## config.mk

```make
export PLATFORM = sky130hd
export DESIGN_NAME = alu_driver
export DESIGN_NICKNAME = d
export VERILOG_FILES = /design/src/rtl/alu_pkg.sv /design/src/rtl/alu.sv /design/src/rtl/alu_driver.sv
export SDC_FILE = /design/constraint.sdc
export NUM_CORES = 1
export LEC_CHECK = 0
export BUFFER_PORTS_ARGS = -buffer_cell sky130_fd_sc_hd__buf_2
export CAP_MARGIN = 20
export CORE_MARGIN = 5
export CORE_UTILIZATION = 40
export DETAILED_ROUTE_END_ITERATION = 7
export GPL_ROUTABILITY_DRIVEN = 0
export SLEW_MARGIN = 20
export SYNTH_ARGS = -nofsm -noshare
export SYNTH_HDL_FRONTEND = slang
export SYNTH_SLANG_ARGS = --single-unit
```

## constraint.sdc

```tcl
create_clock -name clk -period 6.6 [get_ports clk]
set_input_delay 0.66 -clock clk [delete_from_list [all_inputs] [get_ports clk]]
set_output_delay 0.66 -clock clk [all_outputs]
set_load 0.02 [all_outputs]
```

## src/rtl/alu_pkg.sv

```systemverilog
// alu_pkg -- definitions shared by the alu_driver slice.
//   WIDTH_DEFAULT : operand/result width that the alu supports (16).
//   SIGN..OVF     : bit positions inside the 5-bit flag vector, which reads
//                   {overflow, parity, carry, zero, sign} from MSB to LSB.
//   drv_state_e   : driver FSM states.
package alu_pkg;

  localparam int WIDTH_DEFAULT = 16;
  localparam int FLAG_W        = 5;

  localparam int SIGN   = 0;
  localparam int ZERO   = 1;
  localparam int CARRY  = 2;
  localparam int PARITY = 3;
  localparam int OVF    = 4;

  typedef enum logic [1:0] {
    IDLE = 2'd0,
    EVAL = 2'd1,
    HOLD = 2'd2
  } drv_state_e;

endpackage

```

## src/rtl/alu.sv

```systemverilog
// alu -- combinational adder with status flags.
// Ports:
//   x, y  : operands (WIDTH bits)
//   sum   : x + y modulo 2^WIDTH
//   flags : {overflow, parity, carry, zero, sign}, indexed by alu_pkg
//           SIGN/ZERO/CARRY/PARITY/OVF
module alu
  import alu_pkg::*;
#(
  parameter int WIDTH = WIDTH_DEFAULT
) (
  input  logic [WIDTH-1:0]  x,
  input  logic [WIDTH-1:0]  y,
  output logic [WIDTH-1:0]  sum,
  output logic [FLAG_W-1:0] flags
);

  // One extra bit captures the unsigned carry out.
  logic [WIDTH:0] full_sum;

  assign full_sum = {1'b0, x} + {1'b0, y};
  assign sum      = full_sum[WIDTH-1:0];

  always_comb begin
    flags         = '0;
    flags[SIGN]   = sum[WIDTH-1];
    flags[ZERO]   = (sum == '0);
    flags[CARRY]  = full_sum[WIDTH];
    // Parity flag is set for an even count of ones, hence the inverted XOR.
    flags[PARITY] = ~^sum;
    // Signed overflow: operands agree in sign but the result does not.
    flags[OVF]    = (x[WIDTH-1] == y[WIDTH-1]) && (sum[WIDTH-1] != x[WIDTH-1]);
  end

endmodule

```

## src/rtl/alu_driver.sv

```systemverilog
// alu_driver -- valid/ready wrapper that registers an operand pair, lets the
// combinational alu evaluate it for one cycle and holds the registered
// result until the consumer takes it.
// Ports:
//   clk, rst              : clock, synchronous active-high reset
//   in_valid/in_ready     : operand handshake, operands on in_x/in_y
//   out_valid/out_ready   : result handshake, result on out_sum/out_flags
//                           (flags = {overflow, parity, carry, zero, sign})
//   busy                  : FSM is not in IDLE
// Optional build macro ALU_DRV_STICKY_EN adds:
//   clr_sticky            : clear the sticky accumulator at the next edge
//   sticky_flags          : {overflow, carry} ORed over every result
module alu_driver
  import alu_pkg::*;
#(
  parameter int WIDTH = WIDTH_DEFAULT
) (
  input  logic              clk,
  input  logic              rst,
  input  logic              in_valid,
  output logic              in_ready,
  input  logic [WIDTH-1:0]  in_x,
  input  logic [WIDTH-1:0]  in_y,
  output logic              out_valid,
  input  logic              out_ready,
  output logic [WIDTH-1:0]  out_sum,
  output logic [FLAG_W-1:0] out_flags,
`ifdef ALU_DRV_STICKY_EN
  input  logic              clr_sticky,
  output logic [1:0]        sticky_flags,
`endif
  output logic              busy
);

  drv_state_e        state_q, state_d;
  logic [WIDTH-1:0]  x_q, x_d;
  logic [WIDTH-1:0]  y_q, y_d;
  logic [WIDTH-1:0]  sum_q, sum_d;
  logic [FLAG_W-1:0] flags_q, flags_d;
  logic              valid_q, valid_d;

  logic [WIDTH-1:0]  alu_sum;
  logic [FLAG_W-1:0] alu_flags;

  alu #(.WIDTH(WIDTH)) u_alu (
    .x     (x_q),
    .y     (y_q),
    .sum   (alu_sum),
    .flags (alu_flags)
  );

  // In HOLD a new pair can only be taken when the result leaves on the same
  // edge, so readiness follows the consumer.
  assign in_ready = (state_q == IDLE) || ((state_q == HOLD) && out_ready);

  always_comb begin
    state_d = state_q;
    x_d     = x_q;
    y_d     = y_q;
    sum_d   = sum_q;
    flags_d = flags_q;
    valid_d = valid_q;
    case (state_q)
      IDLE: begin
        if (in_valid) begin
          x_d     = in_x;
          y_d     = in_y;
          state_d = EVAL;
        end
      end
      EVAL: begin
        sum_d   = alu_sum;
        flags_d = alu_flags;
        valid_d = 1'b1;
        state_d = HOLD;
      end
      HOLD: begin
        if (out_ready) begin
          valid_d = 1'b0;
          if (in_valid) begin
            x_d     = in_x;
            y_d     = in_y;
            state_d = EVAL;
          end else begin
            state_d = IDLE;
          end
        end
      end
      default: begin
        valid_d = 1'b0;
        state_d = IDLE;
      end
    endcase
  end

  always_ff @(posedge clk) begin
    if (rst) begin
      state_q <= IDLE;
      x_q     <= '0;
      y_q     <= '0;
      sum_q   <= '0;
      flags_q <= '0;
      valid_q <= 1'b0;
    end else begin
      state_q <= state_d;
      x_q     <= x_d;
      y_q     <= y_d;
      sum_q   <= sum_d;
      flags_q <= flags_d;
      valid_q <= valid_d;
    end
  end

  assign out_valid = valid_q;
  assign out_sum   = sum_q;
  assign out_flags = flags_q;
  assign busy      = (state_q != IDLE);

`ifdef ALU_DRV_STICKY_EN
  logic [1:0] sticky_q, sticky_d;

  // Clear happens first so a result landing in the same cycle survives it.
  always_comb begin
    sticky_d = clr_sticky ? 2'b00 : sticky_q;
    if (state_q == EVAL) begin
      sticky_d = sticky_d | {alu_flags[OVF], alu_flags[CARRY]};
    end
  end

  always_ff @(posedge clk) begin
    if (rst) begin
      sticky_q <= 2'b00;
    end else begin
      sticky_q <= sticky_d;
    end
  end

  assign sticky_flags = sticky_q;
`endif

endmodule

```

# Yosys cells after proc, flatten, opt, wreduce, memory -nomap -nowiden
# Index checks and enable logic that the tools add are counted.
[word_totals]
ff_bits = 56
word_cells = 37
output_inout_bits = 24
[op_classes]
add_sub_neg = 1
n_bitwise = 1
eq_ne = 6
n_reduce_logical = 11
n_mux = 12
[op_table]
columns = ["operator", "n"]
rows = [
  ["two-way mux 16 bit", 4],
  ["one-hot mux 16 bit (2 select lines)", 2],
  ["adder 16 x 16 -> 17 bit", 1],
  ["zero test 16 bit", 1],
  ["XNOR reduction 16 bit", 1],
  ["one-hot mux 2 bit (3 select lines)", 1],
  ["AND reduction 2 bit", 3],
  ["two-way mux 2 bit", 2],
  ["inequality test 2 bit (second input constant)", 2],
  ["nonzero test 2 bit", 2],
  ["one-hot mux 1 bit (3 select lines)", 1],
  ["equality test 2 x 1 -> 1 bit (second input constant)", 1],
  ["equality test 2 bit (second input constant)", 1],
  ["logical AND 1 bit", 2],
  ["zero test 2 bit", 1],
  ["two-way mux 1 bit", 2],
  ["equality test 1 bit", 1],
  ["logical OR 1 bit", 1],
  ["inequality test 1 bit", 1],
  ["inverter 1 bit", 1],
]

# Logic depth before layout (Yosys ltp)
# Gate-level depths: netlist of the first run.
[logic_depth]
ltp_word = 3
mapped_depth = 17
mapped_depth_nobuf = 17

# Cells and area by module
# Synthesis of the first run repeated with hierarchy kept, for this count alone.
[hier_totals]
cells_unflattened = 390
area_unflattened_um2 = 3437.0
[modules_own_cells]
columns = ["module", "seq_area_each_um2", "n_inst", "cells_each", "area_per_inst_um2"]
rows = [
  ["alu_driver", 1121.1, 1, 245, 2316.0],
  ["alu", 0.0, 1, 145, 1121.1],
]

# Worst setup path before layout of the first run
# Ideal clock, no wire load.
[synth_path]
path_kind = "reg2reg"
start = "register y_q[0]"
end = "register flags_q[3], in the netlist out_flags[3]"
setup_ns = 0.126
arrival_ns = 3.079
period_less_slack_ns = 3.205
required_ns = 6.474
path_stages_with_launch = 18
setup_slack_ns = 3.395
n_path_buf = 0
path_cell_list = "dfxtp_1 -> ha_1 -> inv_1 -> fa_1 -> nor2b_1 -> o2111ai_1 -> a31oi_1 -> o21ai_0 -> nor3b_1 -> or2_2 -> ha_1 -> xnor2_1 -> xnor2_1 -> xnor2_1 -> inv_1 -> a31oi_1 -> nand4b_1 -> o211ai_1"
[synth_via]
elab_chain_cells = 2
[synth_lines]
columns = ["item", "line", "rtl"]
rows = [
  ["start: declaration", "alu_driver.sv:37", "logic [WIDTH-1:0] y_q, y_d;"],
  ["start signal: assignment", "alu_driver.sv:107", "y_q <= y_d;"],
  ["adder 16 x 16 -> 17 bit", "alu.sv:21", "assign full_sum = {1'b0, x} + {1'b0, y};"],
  ["XNOR reduction 16 bit", "alu.sv:30", "flags[PARITY] = ~^sum;"],
  ["end signal: assignment", "alu_driver.sv:109", "flags_q <= flags_d;"],
  ["end: declaration", "alu_driver.sv:39", "logic [FLAG_W-1:0] flags_q, flags_d;"],
]
# No other way between the ends.
# A chain may end at the register's enable or synchronous reset.

# Worst setup path in the final report of the first run
# Same ends and word-level chain as after synthesis.

==> flow_summary_export.csv, run 1 <==
group,metric,value,unit
sta,fin_setup_tns,0,ps
synth,synth_top_area_share,36.9,%
clocking,cts_buffer_depth,2,
critical_path,crit_arrival,3730,ps
place,dp_hpwl,5000,um
die,start_util,41.1,%
die,core,7250,um^2
synth,ys_seq_area_share,36.9,%
critical_path,rr_worst_depth,17,
synth,synth_edf_count,0,
synth,synth.cell_area,2980,um^2
route,drcViolationCount,0,
critical_path,crit_top_cell,"xnor2_1",
power_and_ir_drop,pwr-share-seq,47.7,%
run_status,status,"complete, no violations",
power_and_ir_drop,p_sw,238,uW
layout,finalNonFillerCells,528,
worst_hold_path,holdPathStages,2,
worst_hold_path,min_from,"out_sum[7]",
route,drt_wl_total,6670,um
sta,tightest_slew,1050,ps
layout,antenna_cells,0,
clocking,cts_max_level,2,
synth,syn_inst,382,
route,first_pass_iters,4,
route,drtAntennaViolNets,0,
power_and_ir_drop,internal-power,526,uW
die,die_h,96.4,um
route,drtIter0Drc,113,
clocking,cts_tree,"yes",
power_and_ir_drop,power_density,223,nW/um^2
clocking,clock-sinks,55,
critical_path,cp-start-kind,"register",
power_and_ir_drop,combPwrFrac,27.8,%
critical_path,crit_required,6800,ps
global_route,grt_max_degree,58,
synth,ys.flop_type,"dfxtp_1",
layout,drive_above_1_share,18.4,%
place,dp_cells,521,
critical_path,rrSetupSlack,3070,ps
critical_path,crit_type,"reg2reg",
synth,synth_cell_types,52,
layout,area_growth,14.5,%
critical_path,r2r-start,"y_q[0]",
power_and_ir_drop,leakage,0.00149,uW
die,row_count,31,
critical_path,r2r-end,"out_flags[3]",
global_route,grt_pass1_vias,2396,
critical_path,critPathMaxStageDelay,390,ps
route,viasPerCell,5.02,
place,dpl-instance-area,3330,um^2
clocking,postCtsSetupRepairBufs,0,
global_route,grtUsageTotal,15.1,%
sta,worst_slack,3070,ps
synth,yosys-top-cells-area,"dfxtp_1 37%, nand2_1 10%, ha_1 9.6%",
synth,synth.most_common_cell,"nand2_1",
power_and_ir_drop,p_clk_share,24.5,%
place,portBuffers,59,
clocking,ctsHoldBuffers,0,
synth,syn_avg_cell_area,7.81,um^2
sta,setup_viol,0,
route,avgRoutedWirePerCell,12.6,um
clocking,cts_resized,0,
synth,synth_top_area_cell,"dfxtp_1",
synth,synth_commonest_cells,"82 x nand2_1, 55 x dfxtp_1, 54 x a21oi_1",
clocking,clk_pin_slew,90,ps
critical_path,cp-end-kind,"register",
sta,rsz0062_at_grt,"false",
global_route,grt_pass1_wl,11100,um
run,drv_cap,0,
layout,fin_nets,489,
die,die_area,9290,um^2
sta,hold_violations,0,
sta,fin_crit_sh,53.5,%
synth,ys_ff_latch,55,
synth,async_flop_share,0,%
critical_path,path_cells,"ha_1 -> inv_1 -> fa_1 -> nor2b_1 -> o2111ai_1 -> a31oi_1 -> o21ai_0 -> nor3b_1 -> or2_2 -> ha_1 -> xnor2_1 -> xnor2_1 -> xnor2_1 -> inv_1 -> a31oi_1 -> nand4b_1 -> o211ai_1",
layout,final_core_util,47.1,%
global_route,grt_antenna_before_repair,0,
clocking,cts-buffers-inserted,5,
layout,fin_area,3420,um^2
die,num_io_pins,60,
power_and_ir_drop,p_sw_share,31.1,%
die,chipWidth,96.4,um
place,pre_cts_slack,3130,ps
worst_hold_path,holdPathEnd,"out_sum[7]",
sta,slew_headroom,29.7,%
synth,syn-num-nets,442,
sta,finalClockSkew,4.52,ps
route,via_count,2649,
clocking,clk_latency,300,ps
critical_path,worstPathMaxFanout,3,
clocking,cts-root-buf,"clkbuf_8",
global_route,overflow,0,
synth,ys_warn_count,0,
power_and_ir_drop,ir_drop,0.0892,mV
critical_path,crit_slowest_cell,"fa_1",
sta,slew_viol_final,0,
sta,layout_min_cycle_time,3530,ps
sta,fmax,0.283,GHz
worst_hold_path,hp-class,"reg2reg",
[state kept, by name, indices dropped and copies added (netlist names)]
signal,cells
out_sum,15
state_q,2
out_valid,1
out_flags,5
y_q,16
x_q,16
[power by group through the flow]
stage,Clock [uW],Combinational (uW),Sequential [uW]
2_1_floorplan,0,155,379
3_3_place_gp,0,208,371
3_5_place_dp,0,211,372
4_1_cts,196,214,365
5_1_grt,210,243,367
6_report,187,212,364
[routing by layer]
metal	wire [um]	track usage, %
met3	252	3.02
met4	80	4.91
met2	2840	22.3
met1	3500	21.9
met5	0	0
[worst max-delay path, delay by kind of cell (launching register included)]
family	cells	cell delay, ps
buffers and inverters	2	120
adders and majority gates	3	880
xor gates and xnor gates	3	450
and+or+nand+nor	4	820
DFF	1	350
AOI/OAI and AO/OA	5	810
[area by class of cell]
cell class | instances | area [um^2]
clock buffers | 6 | 82.6
clock inverters | 1 | 5.00
fillers | 780 | 3830
inverters | 15 | 56.3
multi-input cells | 293 | 1750
flip-flops and latches | 55 | 1100
well taps | 99 | 124
repair buffers | 59 | 295
[per-stage QoR]
step,power [uW],hold WS [ps]
after floorplan,534,440
after global placement,580,439
after detailed placement,583,446
after CTS,775,460
after global routing,820,472
final,763,454
[layout by cell type (no fill, tap or decap), types with 5 or more instances in the layout]
cell	instances
nand3_1	5
dfxtp_1	55
o21ai_0	12
nor2_1	30
a21oi_1	54
nand2_1	81
a211oi_1	5
ha_1	23
clkbuf_8	6
xor2_1	5
buf_2	59
nand2b_1	5
nor2b_1	6
xnor2_1	8
inv_1	14
[cell families after synthesis]
group | count (synthesis) | share of synthesized area, %
adders and majority gates | 24 | 10.3
DFF | 55 | 36.9
AOI/OAI and AO/OA | 102 | 21.4
and+or+nand+nor | 154 | 23.1
xor gates and xnor gates | 13 | 3.82
buffers and inverters | 34 | 4.44
[worst max path at each step]
| stage | startpoint | to | slack, ps |
|---|---|---|---|
| 3_5_place_dp | y_q[0] | out_flags[3] | 3130 |
| 4_1_cts | y_q[0] | out_flags[3] | 3050 |
| 6_report | y_q[0] | out_flags[3] | 3070 |
| 5_1_grt | y_q[0] | out_flags[3] | 2760 |
| 3_3_place_gp | y_q[0] | out_flags[3] | 3240 |
| 2_1_floorplan | y_q[0] | out_flags[3] | 3390 |
(Power assumes the default switching activity.)
==> inputs of run 2 (changes only) <==
clock period = 3.4 ns   (was 6.6 ns; I/O delays follow)
==> run 2 against run 1 <==
Effect of this change: hold slack lost 200 ps; first-iteration DRC count is 12% higher; non-clock buffer count rose by 7; die area is the same; utilization is 2.7 points higher; sequential cell count did not move; power rose by 110%; clock skew is 1.2 ps higher; final cell count is 1.3% higher; register-to-register slack got worse by 2900 ps; critical path type unchanged.
==> flow_summary_export.csv, run 2 (synthesis gave the netlist of run 1 again) <==
group,metric,value,unit
clocking,cts_buffer_depth,2,
place,dp_cells,525,
clocking,clock-sinks,55,
critical_path,cp-end-kind,"register",
die,core,7250,um^2
die,die_area,9290,um^2
layout,finalNonFillerCells,535,
critical_path,r2r-start,"x_q[0]",
route,drt_wl_total,6920,um
clocking,ctsHoldBuffers,0,
die,num_io_pins,60,
die,start_util,41.1,%
layout,drive_above_1_share,23.6,%
power_and_ir_drop,internal-power,1100,uW
route,via_count,2645,
power_and_ir_drop,power_density,437,nW/um^2
worst_hold_path,holdPathEnd,"x_q[15]",
power_and_ir_drop,ir_drop,0.181,mV
run_status,status,"complete, no violations",
layout,fin_nets,496,
run,drv_cap,0,
global_route,grt_max_degree,58,
global_route,grt_pass1_vias,2509,
power_and_ir_drop,leakage,0.00154,uW
layout,antenna_cells,0,
place,pre_cts_slack,-40.8,ps
power_and_ir_drop,combPwrFrac,28.6,%
sta,finalClockSkew,5.72,ps
layout,layout_commonest_cell,"nand2_1",
global_route,grtUsageTotal,15.5,%
clocking,clk_pin_slew,90,ps
layout,area_growth,21.1,%
sta,worst_slack,194,ps
global_route,grt_pass1_wl,11400,um
power_and_ir_drop,p_sw_share,30.2,%
place,portBuffers,59,
critical_path,rr_worst_depth,17,
critical_path,rrSetupSlack,190,ps
sta,rsz0062_at_grt,"true",
worst_hold_path,holdPathStages,3,
sta,fin_crit_sh,94.3,%
worst_hold_path,hp-class,"in2reg",
clocking,cts_max_level,2,
critical_path,crit_required,3600,ps
route,first_pass_iters,5,
clocking,cts-root-buf,"clkbuf_8",
die,die_h,96.4,um
layout,final_cell_mix,"81 x nand2_1, 59 x buf_2, 53 x a21oi_1, 53 x dfxtp_1, 29 x nor2_1",
die,chipWidth,96.4,um
power_and_ir_drop,p_sw,478,uW
sta,slew_headroom,29.4,%
sta,slew_viol_final,0,
critical_path,crit_type,"reg2reg",
die,row_count,31,
critical_path,worstPathMaxFanout,3,
critical_path,r2r-end,"out_flags[3]",
sta,tightest_slew,1060,ps
sta,layout_min_cycle_time,3210,ps
route,drtAntennaViolNets,0,
clocking,clk_latency,310,ps
clocking,cts-buffers-inserted,5,
sta,fmax,0.312,GHz
layout,final_core_util,49.8,%
global_route,overflow,0,
power_and_ir_drop,p_clk_share,26.5,%
sta,setup_viol,0,
route,drcViolationCount,0,
route,viasPerCell,4.94,
route,drtIter0Drc,127,
critical_path,cp-start-kind,"register",
route,avgRoutedWirePerCell,12.9,um
worst_hold_path,min_from,"in_x[15]",
place,dp_hpwl,5160,um
power_and_ir_drop,pwr-share-seq,44.9,%
layout,fillers,743,
global_route,grt_antenna_before_repair,0,
critical_path,crit_arrival,3410,ps
clocking,cts_tree,"yes",
sta,hold_violations,0,
run 2: worst max-delay path by stage:
stage | startpoint | to | slack [ps] | cells after the start
detailed placement | y_q[0] | out_flags[3] | -40 | 17
global placement | y_q[0] | out_flags[3] | 60 | 17
CTS | y_q[0] | out_flags[3] | 40 | 17
finish | x_q[0] | out_flags[3] | 190 | 17
floorplan | y_q[0] | out_flags[3] | 190 | 17
global route | x_q[0] | out_flags[3] | -50 | 17
run 2: what timing repair did:
action / 4_1_cts / 5_1_grt
pin swaps: 2 / 12
gates resized for setup: 3 / 24
hold endpoints to repair: 0 / 0
setup buffers: 0 / 3
endpoints found under the setup margin: 1 / 1
run 2: critical path: stages, from the launching register on:
cell and delay [ps]:
dfxtp_2 360, ha_4 140, inv_2 30, fa_2 380, nor2b_4 130, o2111ai_2 160, a31oi_1 230, o21ai_1 110
nor3b_2 170, or2_4 260, ha_4 220, xnor2_2 130, xnor2_1 180, xnor2_1 140, inv_1 70, a31oi_1 170
nand4b_1 130, o211ai_1 80
run 2: layer usage:
layer | GRT usage (%) | part of all wire (%)
met5 | 0 | 0
met2 | 23.0 | 42
met4 | 5.14 | 1.3
met1 | 22.5 | 53
met3 | 2.79 | 4.0
run 2: cell type report:
type	instances	area (um^2)	area share [%]
Clock buffer	6	72.6	2.01
Clock inverter	1	30.0	0.831
Inverter	15	56.3	1.56
Multi-Input combinational cell	293	1880	52.0
Sequential cell	55	1100	30.5
Tap cell	99	124	3.43
Timing Repair Buffer	66	348	9.62
run 2: through the flow:
| stage | area, um^2 | TNS [ps] | hold slack (ps) | total power, uW |
|---|---|---|---|---|
| CTS | 3470 | 0 | 245 | 1570 |
| finish | 3610 | 0 | 256 | 1580 |
| global placement | 3360 | 0 | 439 | 1130 |
| detailed placement | 3360 | -40.8 | 444 | 1140 |
| floorplan | 2980 | 0 | 440 | 1040 |
| global route | 3610 | -47.1 | 238 | 1690 |
run 2: power groups by stage:
stage	clock network [uW]	registers (uW)	logic (uW)
after CTS	437	707	421
after detailed placement	0	723	415
after global placement	0	721	406
after floorplan	0	736	301
after global routing	458	716	512
final	420	710	452
==> inputs of run 3 (changes only) <==
ABC_AREA = 1   (was default)
==> run 3 against run 2 <==
Effect of this change: highest routed layer unchanged; largest cell class unchanged; power increased by 9.6%; largest power group unchanged; synthesized cell count grew 8.9%; routed wire length shrank 8.3%.
==> flow_summary_export.csv, run 3 <==
group,metric,value,unit
global_route,overflow,0,
layout,antenna_cells,0,
place,portBuffers,59,
synth,synth.cell_area,3040,um^2
route,first_pass_iters,4,
critical_path,crit_type,"reg2reg",
layout,layout_commonest_cell,"nor2_1",
synth,ys_seq_area_share,36.2,%
route,wl_met2,2660,um
critical_path,crit_arrival,3080,ps
clocking,cts_resized,0,
sta,hold_slack,276,ps
synth,syn_inst,416,
sta,fin_crit_sh,84.2,%
global_route,grt_max_degree,39,
clocking,cts_tree,"yes",
route,wl_met3,353,um
critical_path,crit_required,3620,ps
place,dpl-instance-area,3410,um^2
critical_path,critPathMaxStageDelay,360,ps
synth,synth_compound_area_share,15.1,%
critical_path,critPathLaunch,"y_q[4]",
sta,rsz0062_at_grt,"false",
layout,final_core_util,48.1,%
clocking,cts_buffer_depth,2,
route,drtAntennaViolNets,0,
clocking,cts_max_level,2,
sta,layout_min_cycle_time,2860,ps
synth,synth.most_common_cell,"nor2_1",
critical_path,rrSetupSlack,540,ps
critical_path,worstPathMaxFanout,5,
layout,drive_above_1_share,19.6,%
synth,synth-xor-area-share,5.19,%
route,drcViolationCount,0,
clocking,postCtsSetupRepairBufs,0,
critical_path,crit_top_cell,"nand2_1",
sta,fin_setup_tns,0,ps
layout,fillers,781,
critical_path,rr_worst_depth,17,
critical_path,critical_path.endpoint,"out_flags[3]",
sta,finalClockSkew,6.91,ps
place,dp_hpwl,5020,um
synth,synth_cell_types,37,
sta,hold_violations,0,
route,top_layer_used,"met4",
synth,yosys-top-cells-area,"dfxtp_1 36%, nor2_1 9.9%, ha_1 9.5%",
power_and_ir_drop,combPwrFrac,32.4,%
critical_path,cp-start-kind,"register",
die,start_util,41.5,%
power_and_ir_drop,ir_drop,0.189,mV
run,drv_cap,0,
route,viasPerCell,4.64,
critical_path,crit_slowest_cell,"ha_1",
power_and_ir_drop,internal-power,1170,uW
route,avgRoutedWirePerCell,11.2,um
global_route,grt_pass1_vias,2458,
worst_hold_path,hp-class,"in2reg",
clocking,cts-root-buf,"clkbuf_8",
synth,syn_avg_cell_area,7.31,um^2
critical_path,r2r-start,"y_q[4]",
critical_path,path_cells,"ha_1 -> nand2_1 -> nand2_1 -> a21oi_1 -> nand2_2 -> a31o_2 -> xor2_1 -> inv_1 -> ha_1 -> xnor2_1 -> xnor2_1 -> xor2_1 -> inv_1 -> nand2_1 -> nand3_1 -> nand2_1 -> inv_1",
synth,muxShareOfSynthArea,0,%
power_and_ir_drop,p_sw,567,uW
route,drt_wl_total,6350,um
sta,slew_viol_final,0,
critical_path,r2r-end,"out_flags[3]",
route,wl_met1,3250,um
run_status,status,"complete, no violations",
layout,fin_area,3530,um^2
die,row_count,31,
synth,async_flop_share,0,%
synth,ys_ff_latch,55,
synth,syn-num-nets,476,
power_and_ir_drop,leakage,0.00181,uW
sta,tightest_slew,862,ps
die,die_h,97.2,um
clocking,clk_pin_slew,100,ps
sta,setup_viol,0,
sta,slew_headroom,42.5,%
global_route,grt_antenna_before_repair,0,
sta,fmax,0.349,GHz
layout,fin_nets,529,
global_route,grt_pass1_wl,10900,um
clocking,clk_latency,310,ps
power_and_ir_drop,p_clk_share,25.7,%
synth,synth_commonest_cells,"80 x nor2_1, 66 x nand2_1, 55 x dfxtp_1",
place,pre_cts_slack,535,ps
synth,ys.flop_type,"dfxtp_1",
die,chipWidth,97.2,um
layout,area_growth,16.1,%
synth,ys_warn_count,0,
synth,synth_edf_count,0,
global_route,grtUsageTotal,13.5,%
die,num_io_pins,60,
power_and_ir_drop,p_sw_share,32.7,%
route,via_count,2641,
synth,synth_top_family_by_area,"simple AND/OR/NAND/NOR gates",
power_and_ir_drop,power_density,491,nW/um^2
sta,worst_slack,538,ps
clocking,cts-buffers-inserted,5,
synth,synthAdderAreaFrac,10.1,%
synth,synth_top_area_cell,"dfxtp_1",
critical_path,cp-end-kind,"register",
route,drtIter0Drc,110,
die,core,7330,um^2
layout,final_cell_mix,"79 x nor2_1, 66 x nand2_1, 59 x buf_2, 55 x dfxtp_1, 46 x inv_1",
power_and_ir_drop,pwr-share-seq,41.9,%
clocking,clock-sinks,55,
synth,synthSimpleGateAreaFrac,25.1,%
clocking,ctsHoldBuffers,0,
synth,synth_top_area_share,36.2,%
die,die_area,9440,um^2
run 3: cell count changes after synthesis, moves of 5 or more:
cell      previous run  this run
nand2_1             82        66
nor2b_1              6         0
o211ai_1             2        10
inv_1               14        46
o21ai_0             12        40
a211oi_1             5         0
nand2_2              0         9
a21oi_1             54        16
clkbuf_1            17         8
nor2_1              30        80
xnor2_1              8        13
nand2b_1             5         0
run 3: metrics by stage:
stage	power, uW	std cells
2_1_floorplan	1180	416
3_3_place_gp	1300	561
3_5_place_dp	1310	561
4_1_cts	1770	569
5_1_grt	1870	569
6_report	1730	569
run 3: power by group through the flow:
stage / logic, uW / clock network (uW) / registers, uW
6_report: 562 / 445 / 727
5_1_grt: 647 / 493 / 734
4_1_cts: 570 / 470 / 728
3_5_place_dp: 568 / 0 / 742
3_3_place_gp: 555 / 0 / 741
2_1_floorplan: 419 / 0 / 759
run 3: worst min path at each step:
stage | to | slack (ps) | cells after the start | startpoint
2_1_floorplan | out_flags[1] | 410 | 1 | rst
3_3_place_gp | out_flags[1] | 460 | 2 | out_flags[1]
3_5_place_dp | out_flags[1] | 470 | 2 | out_flags[1]
4_1_cts | x_q[10] | 260 | 3 | in_x[10]
5_1_grt | x_q[3] | 280 | 3 | in_x[3]
6_report | x_q[10] | 280 | 3 | in_x[10]
run 3: final cells by class:
type,instances,area (um^2),area share [%]
Clock buffer,6,82.6,2.34
Inverter,47,176,5.00
Tap cell,99,124,3.51
Clock inverter,2,35.0,0.993
Multi-Input combinational cell,298,1690,48.0
Sequential cell,55,1100,31.2
Timing Repair Buffer,62,318,9.00
run 3: cells by family (layout without fill, tap and decap cells):
group | Yosys count | after routing
adders and majority gates | 24 | 24
xor gates and xnor gates | 18 | 18
and+or+nand+nor | 179 | 179
DFF | 55 | 55
buffers and inverters | 63 | 117
AOI/OAI and AO/OA | 77 | 77
run 3: worst max-delay path: cells and delay by family (launching register included):
kind,cells,cell delay [ps]
buffers and inverters,3,160
flip-flops,1,330
AND/OR/NAND/NOR,6,500
AO/OA/AOI/OAI,2,390
XOR/XNOR,4,760
adder cells (fa/ha/maj),2,640
run 3: layer usage:
layer | vias to the layer above | GRT usage [%]
met5 | - | 0
met4 | 0 | 3.89
met3 | 6 | 3.30
met2 | 59 | 21.0
met1 | 1144 | 18.4
li1 | 1432 | -
